**config.mk**
```make
export PLATFORM = sky130hd
export DESIGN_NAME = if_fetch_stage
export DESIGN_NICKNAME = d
export VERILOG_FILES = /design/src/rtl/if_fetch_stage_pkg.sv /design/src/rtl/if_fetch_stage_if_id_reg.sv /design/src/rtl/if_fetch_stage.sv
export SDC_FILE = /design/constraint.sdc
export NUM_CORES = 1
export LEC_CHECK = 0
export ABC_AREA = 1
export BUFFER_PORTS_ARGS = -buffer_cell sky130_fd_sc_hd__buf_2
export CAP_MARGIN = 20
export CORE_UTILIZATION = 50
export DETAILED_ROUTE_END_ITERATION = 6
export HOLD_SLACK_MARGIN = 0.05
export PLACE_DENSITY = 0.84
export SYNTH_ARGS = -nofsm -noshare
export SYNTH_HDL_FRONTEND = slang
export SYNTH_HIERARCHICAL = 1
export SYNTH_SLANG_ARGS = --single-unit
```
**constraint.sdc**
```tcl
create_clock -name clk -period 2.25 [get_ports clk]
set_input_delay 0 -clock clk [delete_from_list [all_inputs] [get_ports clk]]
set_output_delay 0 -clock clk [all_outputs]
set_load 0.05 [all_outputs]
```
**src/rtl/if_fetch_stage_pkg.sv**
```systemverilog
// Shared definitions for the instruction fetch stage: opcodes, PC width,
// reset vector and the halt FSM state encoding.
package cpu_defs;

   localparam int          PC_W        = 32;
   localparam logic [31:0] RESET_PC    = 32'h0000_0000;
   localparam logic [5:0]  OPC_SPECIAL = 6'h00;
   localparam logic [5:0]  FUNCT_BREAK = 6'h0D;
   localparam logic [31:0] NOP_INSTR   = 32'h0000_0000;

   typedef enum logic {
      RUN    = 1'b0,
      HALTED = 1'b1
   } fetch_state_e;

   // BREAK is SPECIAL/funct 0x0D; the 20-bit code field is don't-care.
   function automatic logic is_break(input logic [31:0] instr);
      return (instr[31:26] == OPC_SPECIAL) && (instr[5:0] == FUNCT_BREAK);
   endfunction

endpackage

```
**src/rtl/if_fetch_stage_if_id_reg.sv**
```systemverilog
// IF/ID pipeline register. load captures a fetched word, bubble inserts a
// NOP with valid cleared (PC fields kept), otherwise the register holds.
module if_id_reg
   import cpu_defs::*;
(
   input  logic            clk,
   input  logic            reset,
   input  logic            load,
   input  logic            bubble,
   input  logic [31:0]     instr_in,
   input  logic [PC_W-1:0] pc_in,
   input  logic [PC_W-1:0] pc4_in,
   output logic [31:0]     instr,
   output logic [PC_W-1:0] pc,
   output logic [PC_W-1:0] pc4,
   output logic            valid
);

   logic [31:0]     instr_d, instr_q;
   logic [PC_W-1:0] pc_d, pc_q;
   logic [PC_W-1:0] pc4_d, pc4_q;
   logic            valid_d, valid_q;

   // Next-value select: bubble wins over load; neither means hold.
   always_comb begin
      instr_d = instr_q;
      pc_d    = pc_q;
      pc4_d   = pc4_q;
      valid_d = valid_q;
      if (bubble) begin
         instr_d = NOP_INSTR;
         valid_d = 1'b0;
      end else if (load) begin
         instr_d = instr_in;
         pc_d    = pc_in;
         pc4_d   = pc4_in;
         valid_d = 1'b1;
      end
   end

   // Register with synchronous reset to an empty slot.
   always_ff @(posedge clk) begin
      if (reset) begin
         instr_q <= NOP_INSTR;
         pc_q    <= '0;
         pc4_q   <= '0;
         valid_q <= 1'b0;
      end else begin
         instr_q <= instr_d;
         pc_q    <= pc_d;
         pc4_q   <= pc4_d;
         valid_q <= valid_d;
      end
   end

   assign instr = instr_q;
   assign pc    = pc_q;
   assign pc4   = pc4_q;
   assign valid = valid_q;

endmodule

```
**src/rtl/if_fetch_stage.sv**
```systemverilog
// Instruction fetch stage: PC register, next-PC selection and the
// RUN/HALTED fetch FSM that parks fetch after a BREAK.
//
//  state  | meaning
//  RUN    | fetching one word per cycle (unless stalled or redirected)
//  HALTED | BREAK was fetched; pc frozen, IF/ID fed bubbles until resume
module if_fetch_stage
   import cpu_defs::*;
#(
   parameter int          ROM_AW     = 5,
   parameter logic [31:0] RESET_PC_P = RESET_PC
)(
   input  logic              clk,
   input  logic              reset,
   input  logic              stall,
   input  logic              redirect_valid,
   input  logic [31:0]       redirect_pc,
   input  logic              resume,
   output logic [ROM_AW-1:0] rom_addr,
   input  logic [31:0]       rom_instr,
   output logic [31:0]       if_id_instr,
   output logic [31:0]       if_id_pc,
   output logic [31:0]       if_id_pc4,
   output logic              if_id_valid,
   output logic              halted
);

   logic [PC_W-1:0] pc_d, pc_q;
   fetch_state_e    state_d, state_q;
   logic [PC_W-1:0] pc_plus4;
   logic            ld_fetch;
   logic            ld_bubble;

   assign pc_plus4 = pc_q + 32'd4;
   assign rom_addr = pc_q[ROM_AW+1:2];

   // Next PC / state / IF/ID control: redirect > stall > normal fetch.
   always_comb begin
      pc_d      = pc_q;
      state_d   = state_q;
      ld_fetch  = 1'b0;
      ld_bubble = 1'b0;
      if (redirect_valid) begin
         pc_d      = redirect_pc & ~32'h3;
         state_d   = RUN;
         ld_bubble = 1'b1;
      end else if (state_q == RUN) begin
         if (!stall) begin
            ld_fetch = 1'b1;
            pc_d     = pc_plus4;
            if (is_break(rom_instr)) begin
               state_d = HALTED;
            end
         end
      end else begin
         // The resume cycle itself still only bubbles; fetch restarts next cycle.
         if (resume) begin
            state_d = RUN;
         end
         if (!stall) begin
            ld_bubble = 1'b1;
         end
      end
   end

   // PC and fetch-state registers.
   always_ff @(posedge clk) begin
      if (reset) begin
         pc_q    <= RESET_PC_P;
         state_q <= RUN;
      end else begin
         pc_q    <= pc_d;
         state_q <= state_d;
      end
   end

   assign halted = (state_q == HALTED);

   if_id_reg u_if_id_reg (
      .clk      (clk),
      .reset    (reset),
      .load     (ld_fetch),
      .bubble   (ld_bubble),
      .instr_in (rom_instr),
      .pc_in    (pc_q),
      .pc4_in   (pc_plus4),
      .instr    (if_id_instr),
      .pc       (if_id_pc),
      .pc4      (if_id_pc4),
      .valid    (if_id_valid)
   );

endmodule

```
==> metrics.md, run 1 <==
| Metric | Value |
|---|---|
| CP required | 2530 ps |
| Internal | 0.00440 W |
| Psw | 0.00182 W |
| Input/output buffers | 169 |
| Leakage Power | 3.88 nW |
| Clock power share | 0.441 |
| R2R Setup Slk | 310 ps |
| Register bit total from synthesis | 128 |
| Crit path DAT | 2210 ps |
| Initial DRT Pass Iterations | 5 |
| Initial Utilization | 0.515 |
| Startpoint types | flip-flop |
| WL final | 19000 um |
| R2r endpoint | u_if_id_reg/instr[20] |
| Clk_lat worst skew | 420 ps |
| H-Tree Depth | 4 |
| Final #Nets | 1221 |
| Worst hold margin | 63.8 ps |
| Cell row count | 41 |
| Antenna Nets Post-Route | 0 |
| Final WS setup | 313 ps |
| I/O Pins | 172 |
| Fin. max-slew vios | 0 |
| Crit path max-delay cell type | dfxtp_1 |
| Clock sink count | 128 |
| Largest net degree at the start of global routing | 128 |
| Achievable Freq | 516 MHz |
| P per Cell Area | 716 mW/mm2 |
| Number of CTS-inserted buffers | 17 |
| Final Hold Vio Count | 0 |
| Overflow after GRT | 0 |
| Critical Path Fanout Max | 33 |
| First-pass GRT wire length | 30800 um |
| Post-route cell area | 0.00868 mm2 |
| DIE WIDTH | 116 um |
| DRT iter0 DRCs | 690 |
| Final period util | 0.861 |
| Syn_area_per_cell | 6.98 um2 |
| Max Root-Sink Buffers | 2 |
| Area Overhead vs Synth | 33.1% |
| Max VDD drop | 529 uV |
| Worst-margin pin slew | 872 ps |
| R2r startpoint | halted |
| Placed wire-length estimate | 11200 um |
| Commonest non-fill, non-tap cell in the layout | nand2_1 |
| WL per Instance | 14.2 um |
| Total global-route track usage | 0.294 |
| Critical path's largest stage delay | 390 ps |
| Comb power frac | 0.164 |
| Seq pwr share | 0.396 |
| Outcome | completed |
| Fraction of layout instances using a drive strength above 1 | 0.259 |
| Clk root buf | clkbuf_16 |
| Drt via density | 5.03 |
| Critical Path End Type | flip-flop |
| Placement Setup Slack | 149 ps |
| Setup crit start | halted |
| Clock skew | 8.29 ps |
| RSZ-0062 raised after global routing | no |
| Rel. slew slack | 0.419 |
| Setup TNS | 0 ps |
| # setup viols final | 0 |
| Min Tclk post-route | 1940 ps |
| Vias | 6721 |
| Reg2Reg Depth | 6 |
| Critical Path End | u_if_id_reg/instr[20] |
| Placed standard-cell area | 0.00737 mm2 |
| Post-route DRC | 0 |
| Most frequent cells in the layout | 268 x nand2_1, 169 x buf_2, 159 x nor2_1 |
| Clock slew at reported path FFs | 60 ps |
| Yosys cell types | 30 |
| HP Class | input port to flip-flop |
| Postcts setup bufs | 0 |
| Max Cap Viol | 0 |
| Initial antenna violation count | 0 |
| Die Y | 116 um |
| Die area | 0.0135 mm2 |
| Cell area after synthesis | 0.00652 mm2 |
| Synth Instances | 934 |
| Cell chain of the critical path | inv_1 -> o21ai_1 -> inv_2 -> nand2_1 -> buf_4 -> a21oi_1 |
| Yosys warning count | 6 |
| Placer Congestion | 0.938 |
| Sequential fraction of the synthesis area | 0.393 |
| Crit path kind | flip-flop to flip-flop |
| Core area | 0.0127 mm2 |
| Number of global-route vias before repair | 6497 |
| Diodes inserted | 0 |
| CTS tree | built |
| Switching share of total power | 0.293 |
==> flip-flops by register name, indices dropped and copies added, names as in the netlist <==
register and count:
halted 1, pc_q 30, u_if_id_reg/instr 32, u_if_id_reg/pc 32
u_if_id_reg/pc4 32, u_if_id_reg/valid 1
==> cells in the mapped netlist <==
cell      number  area (um2)
a21oi_1       53         265
xnor2_1        4        35.0
nand2_4        2        22.5
inv_2          2        7.51
or2_2          1        6.26
nor2_1       159         597
conb_1         1        3.75
xor2_2         6        97.6
and2_1         4        25.0
xor2_1         5        43.8
a22o_1         8        70.1
o21ai_0       14        70.1
dfxtp_1      128        2560
nand3_2       60         601
nor3_1         3        15.0
buf_6          7        78.8
nor4_1         1        6.26
nand4_1        1        6.26
inv_1        111         417
buf_4          7        52.6
nand2_1      268        1010
nor2_8         1        20.0
nor2_2         7        43.8
clkbuf_1       6        22.5
nor2_4         8        90.1
a31oi_1        9        56.3
ha_1           1        12.5
nand2_2        4        25.0
nand3_1       19        95.1
buf_2         34         170
==> area by class of cell <==
type | instances | area (um2)
clock buffer | 19 | 453
clock inverter | 13 | 136
fill | 984 | 3990
inverter | 113 | 424
multi-input combinational | 642 | 3230
sequential | 128 | 2560
tap | 172 | 215
timing repair buffer | 249 | 1660
==> layer usage <==
metal / vias up / share of wire / global-route usage
met4: 0 / 0.037 / 0.156
met2: 314 / 0.49 / 0.488
li1: 3286 / - / -
met5: - / 0 / 0
met3: 65 / 0.075 / 0.0825
met1: 3056 / 0.40 / 0.344
==> power groups by stage <==
stage                     logic [W]  clock network (W)  registers [W]
after global placement     0.000886                  0        0.00250
after detailed placement   0.000896                  0        0.00250
after floorplan            0.000451                  0        0.00273
after global routing        0.00110            0.00287        0.00247
after CTS                  0.000998            0.00274        0.00246
final                       0.00102            0.00274        0.00246
==> per-stage QoR <==
step / std cells / utilization / total power [W]
after floorplan: 937 / - / 0.00318
after global placement: 1232 / 0.582 / 0.00339
after detailed placement: 1232 / 0.582 / 0.00340
after CTS: 1336 / 0.685 / 0.00620
after global routing: 1336 / 0.685 / 0.00645
final: 1336 / 0.685 / 0.00621
==> critical path: cells and delay by family, from the launching register on <==
kind	cells	cell delay [ps]
buffers and inverters	3	730
AOI/OAI and AO/OA	2	530
DFF	1	390
and+or+nand+nor	1	130
==> worst min-delay path by stage <==
stage | startpoint | end | slack, ps | cells past startpoint
2_1_floorplan | reset | pc_q[4] | 70 | 1
3_3_place_gp | rom_instr[13] | u_if_id_reg/instr[13] | 250 | 3
3_5_place_dp | rom_instr[18] | u_if_id_reg/instr[18] | 260 | 3
4_1_cts | redirect_valid | pc_q[3] | 60 | 3
5_1_grt | redirect_valid | pc_q[3] | 70 | 3
6_report | redirect_valid | pc_q[3] | 60 | 3
==> repair_timing <==
action                                 4_1_cts  5_1_grt
setup endpoints to repair                    0       56
gates resized for setup                      0        1
hold buffers                                72        0
endpoints found under the hold margin       63        0
==> kinds of logic (layout without fill, tap and decap cells) <==
logic type               count (synthesis)  count (layout)  share of synthesized area
other                                    1               4                   0.000575
AND/OR/NAND/NOR                        538             538                      0.392
adder cells (fa/ha/maj)                  1               1                    0.00192
flip-flops                             128             128                      0.393
buffers and inverters                  167             394                      0.115
AO/OA/AOI/OAI                           84              84                     0.0708
XOR/XNOR                                15              15                     0.0270
No activity file was read; power rests on OpenSTA's default activity.
==> inputs of run 2 (changes only) <==
--- a/config.mk
+++ b/config.mk
@@ -12,6 +12,7 @@
 export DETAILED_ROUTE_END_ITERATION = 6
 export HOLD_SLACK_MARGIN = 0.05
 export PLACE_DENSITY = 0.84
+export REMOVE_ABC_BUFFERS = 1
 export SYNTH_ARGS = -nofsm -noshare
 export SYNTH_HDL_FRONTEND = slang
 export SYNTH_HIERARCHICAL = 1
==> run 2 against run 1 <==
Net effect: cell area increased by 0.40%; core utilization increased by 0.28 points; global-route usage decreased by 2.6 points; combinational power about the same; register-to-register slack got worse by 130 ps; die area unchanged; clock power increased by 16%; sequential share of layout area decreased by 0.12 points; critical path depth increased by 3; flip-flop and latch count unchanged; first-iteration DRC count decreased by 31%; critical path type is now input port to flip-flop.
==> metrics.md, run 2 (same netlist as run 1, synthesis figures left out) <==
| Metric | Value |
|---|---|
| Outcome | completed |
| Reg2Reg Depth | 7 |
| Clock slew at reported path FFs | 50 ps |
| Die area | 0.0135 mm2 |
| Postcts setup bufs | 0 |
| Leakage Power | 3.92 nW |
| Vias | 6511 |
| Clk_lat worst skew | 410 ps |
| Initial Utilization | 0.515 |
| R2r endpoint | halted |
| Rel. slew slack | 0.399 |
| R2R Setup Slk | 180 ps |
| Max Cap Viol | 0 |
| Most frequent cells in the layout | 268 x nand2_1, 169 x buf_2, 159 x nor2_1 |
| WL final | 17700 um |
| Clock sink count | 128 |
| Achievable Freq | 464 MHz |
| Min Tclk post-route | 2160 ps |
| Initial antenna violation count | 0 |
| Worst hold margin | 210 ps |
| RSZ-0062 raised after global routing | no |
| Initial DRT Pass Iterations | 5 |
| Worst-margin pin slew | 901 ps |
| Antenna Nets Post-Route | 0 |
| H-Tree Depth | 4 |
| Cell row count | 41 |
| Input/output buffers | 169 |
| CTS tree | built |
| Area Overhead vs Synth | 33.7% |
| Hold endpoint | u_if_id_reg/pc4[16] |
| CP required | 2590 ps |
| # setup viols final | 0 |
| Final Hold Vio Count | 0 |
| Total global-route track usage | 0.268 |
| Largest net degree at the start of global routing | 128 |
| Diodes inserted | 0 |
| Placed wire-length estimate | 10900 um |
| Final #Nets | 1218 |
| First-pass GRT wire length | 28300 um |
| Hold_sp | stall |
| Clock skew | 7.90 ps |
| Core area | 0.0127 mm2 |
| I/O Pins | 172 |
| Clk root buf | clkbuf_16 |
| Placer Congestion | 0.912 |
| Fraction of layout instances using a drive strength above 1 | 0.261 |
| Number of global-route vias before repair | 6073 |
| HP Class | input port to flip-flop |
| Die Y | 116 um |
| Critical Path End Type | flip-flop |
| R2r startpoint | halted |
| WL per Instance | 13.3 um |
| Startpoint types | input port |
| Hold depth | 6 |
| Number of fillers in the final layout | 1036 |
| Crit path DAT | 2500 ps |
| Overflow after GRT | 0 |
| Critical Path Fanout Max | 2 |
| Power Total | 0.00662 W |
| Post-route DRC | 0 |
| Fin. max-slew vios | 0 |
| Max VDD drop | 517 uV |
| Setup TNS | 0 ps |
| Drt via density | 4.88 |
| Crit path kind | input port to flip-flop |
| DIE WIDTH | 116 um |
| Commonest non-fill, non-tap cell in the layout | nand2_1 |
| Max Root-Sink Buffers | 2 |
| Number of CTS-inserted buffers | 17 |
| DRT iter0 DRCs | 476 |
| Final period util | 0.958 |
| P per Cell Area | 759 mW/mm2 |
-- run 2: stage by stage --
step           worst slack (ps)  instances  cell area [um2]  utilization
2_1_floorplan            -11320        883             6210            -
3_3_place_gp                458       1235             7370        0.582
3_5_place_dp                419       1235             7370        0.582
4_1_cts                    27.0       1333             8710        0.688
5_1_grt                    31.5       1333             8720        0.688
6_report                   93.5       1333             8720        0.688
-- run 2: critical path: stages --
cell           delay (ps)
dlygate4sd3_1         580
buf_2                 150
nor4_2                320
nand4_1               120
nand2_1                80
dlygate4sd3_1         560
nand2_1                50
dlygate4sd3_1         550
nor2_1                 80
-- run 2: what timing repair did --
action / CTS / global route
gates resized for setup: 0 / 1
endpoints found under the hold margin: 82 / 0
hold buffers: 66 / 0
endpoints found under the setup margin: 0 / 1
-- run 2: final cells by class --
type	count	area [um2]	share of cell area
Inverter	113	425	0.0488
Clock buffer	23	478	0.0548
Sequential cell	128	2560	0.294
Multi-Input combinational cell	642	3240	0.371
Tap cell	172	215	0.0247
Clock inverter	9	201	0.0231
Timing Repair Buffer	246	1600	0.184
-- run 2: worst max path at each step --
| stage | startpoint | end | cells after the start |
|---|---|---|---|
| after global placement | pc_q[3] | u_if_id_reg/pc4[22] | 11 |
| final | rom_instr[26] | halted | 9 |
| after floorplan | halted | u_if_id_reg/pc4[0] | 5 |
| after global routing | rom_instr[26] | halted | 9 |
| after CTS | rom_instr[26] | halted | 9 |
| after detailed placement | pc_q[3] | u_if_id_reg/pc4[22] | 11 |
-- run 2: power breakdown --
part / switching (W) / total [W] / internal [W]
clock network: 0.000995 / 0.00317 / 0.00217
logic: 0.000668 / 0.000997 / 0.000329
registers: 0.0000843 / 0.00246 / 0.00237
-- run 2: per-layer routing --
metal  global-route usage  vias to the layer above  part of all wire
li1                     -                     3268                 -
met4                0.124                        0             0.026
met2                0.455                      264              0.47
met5                    0                        -                 0
met3               0.0659                       44             0.070
met1                0.319                     2935              0.43
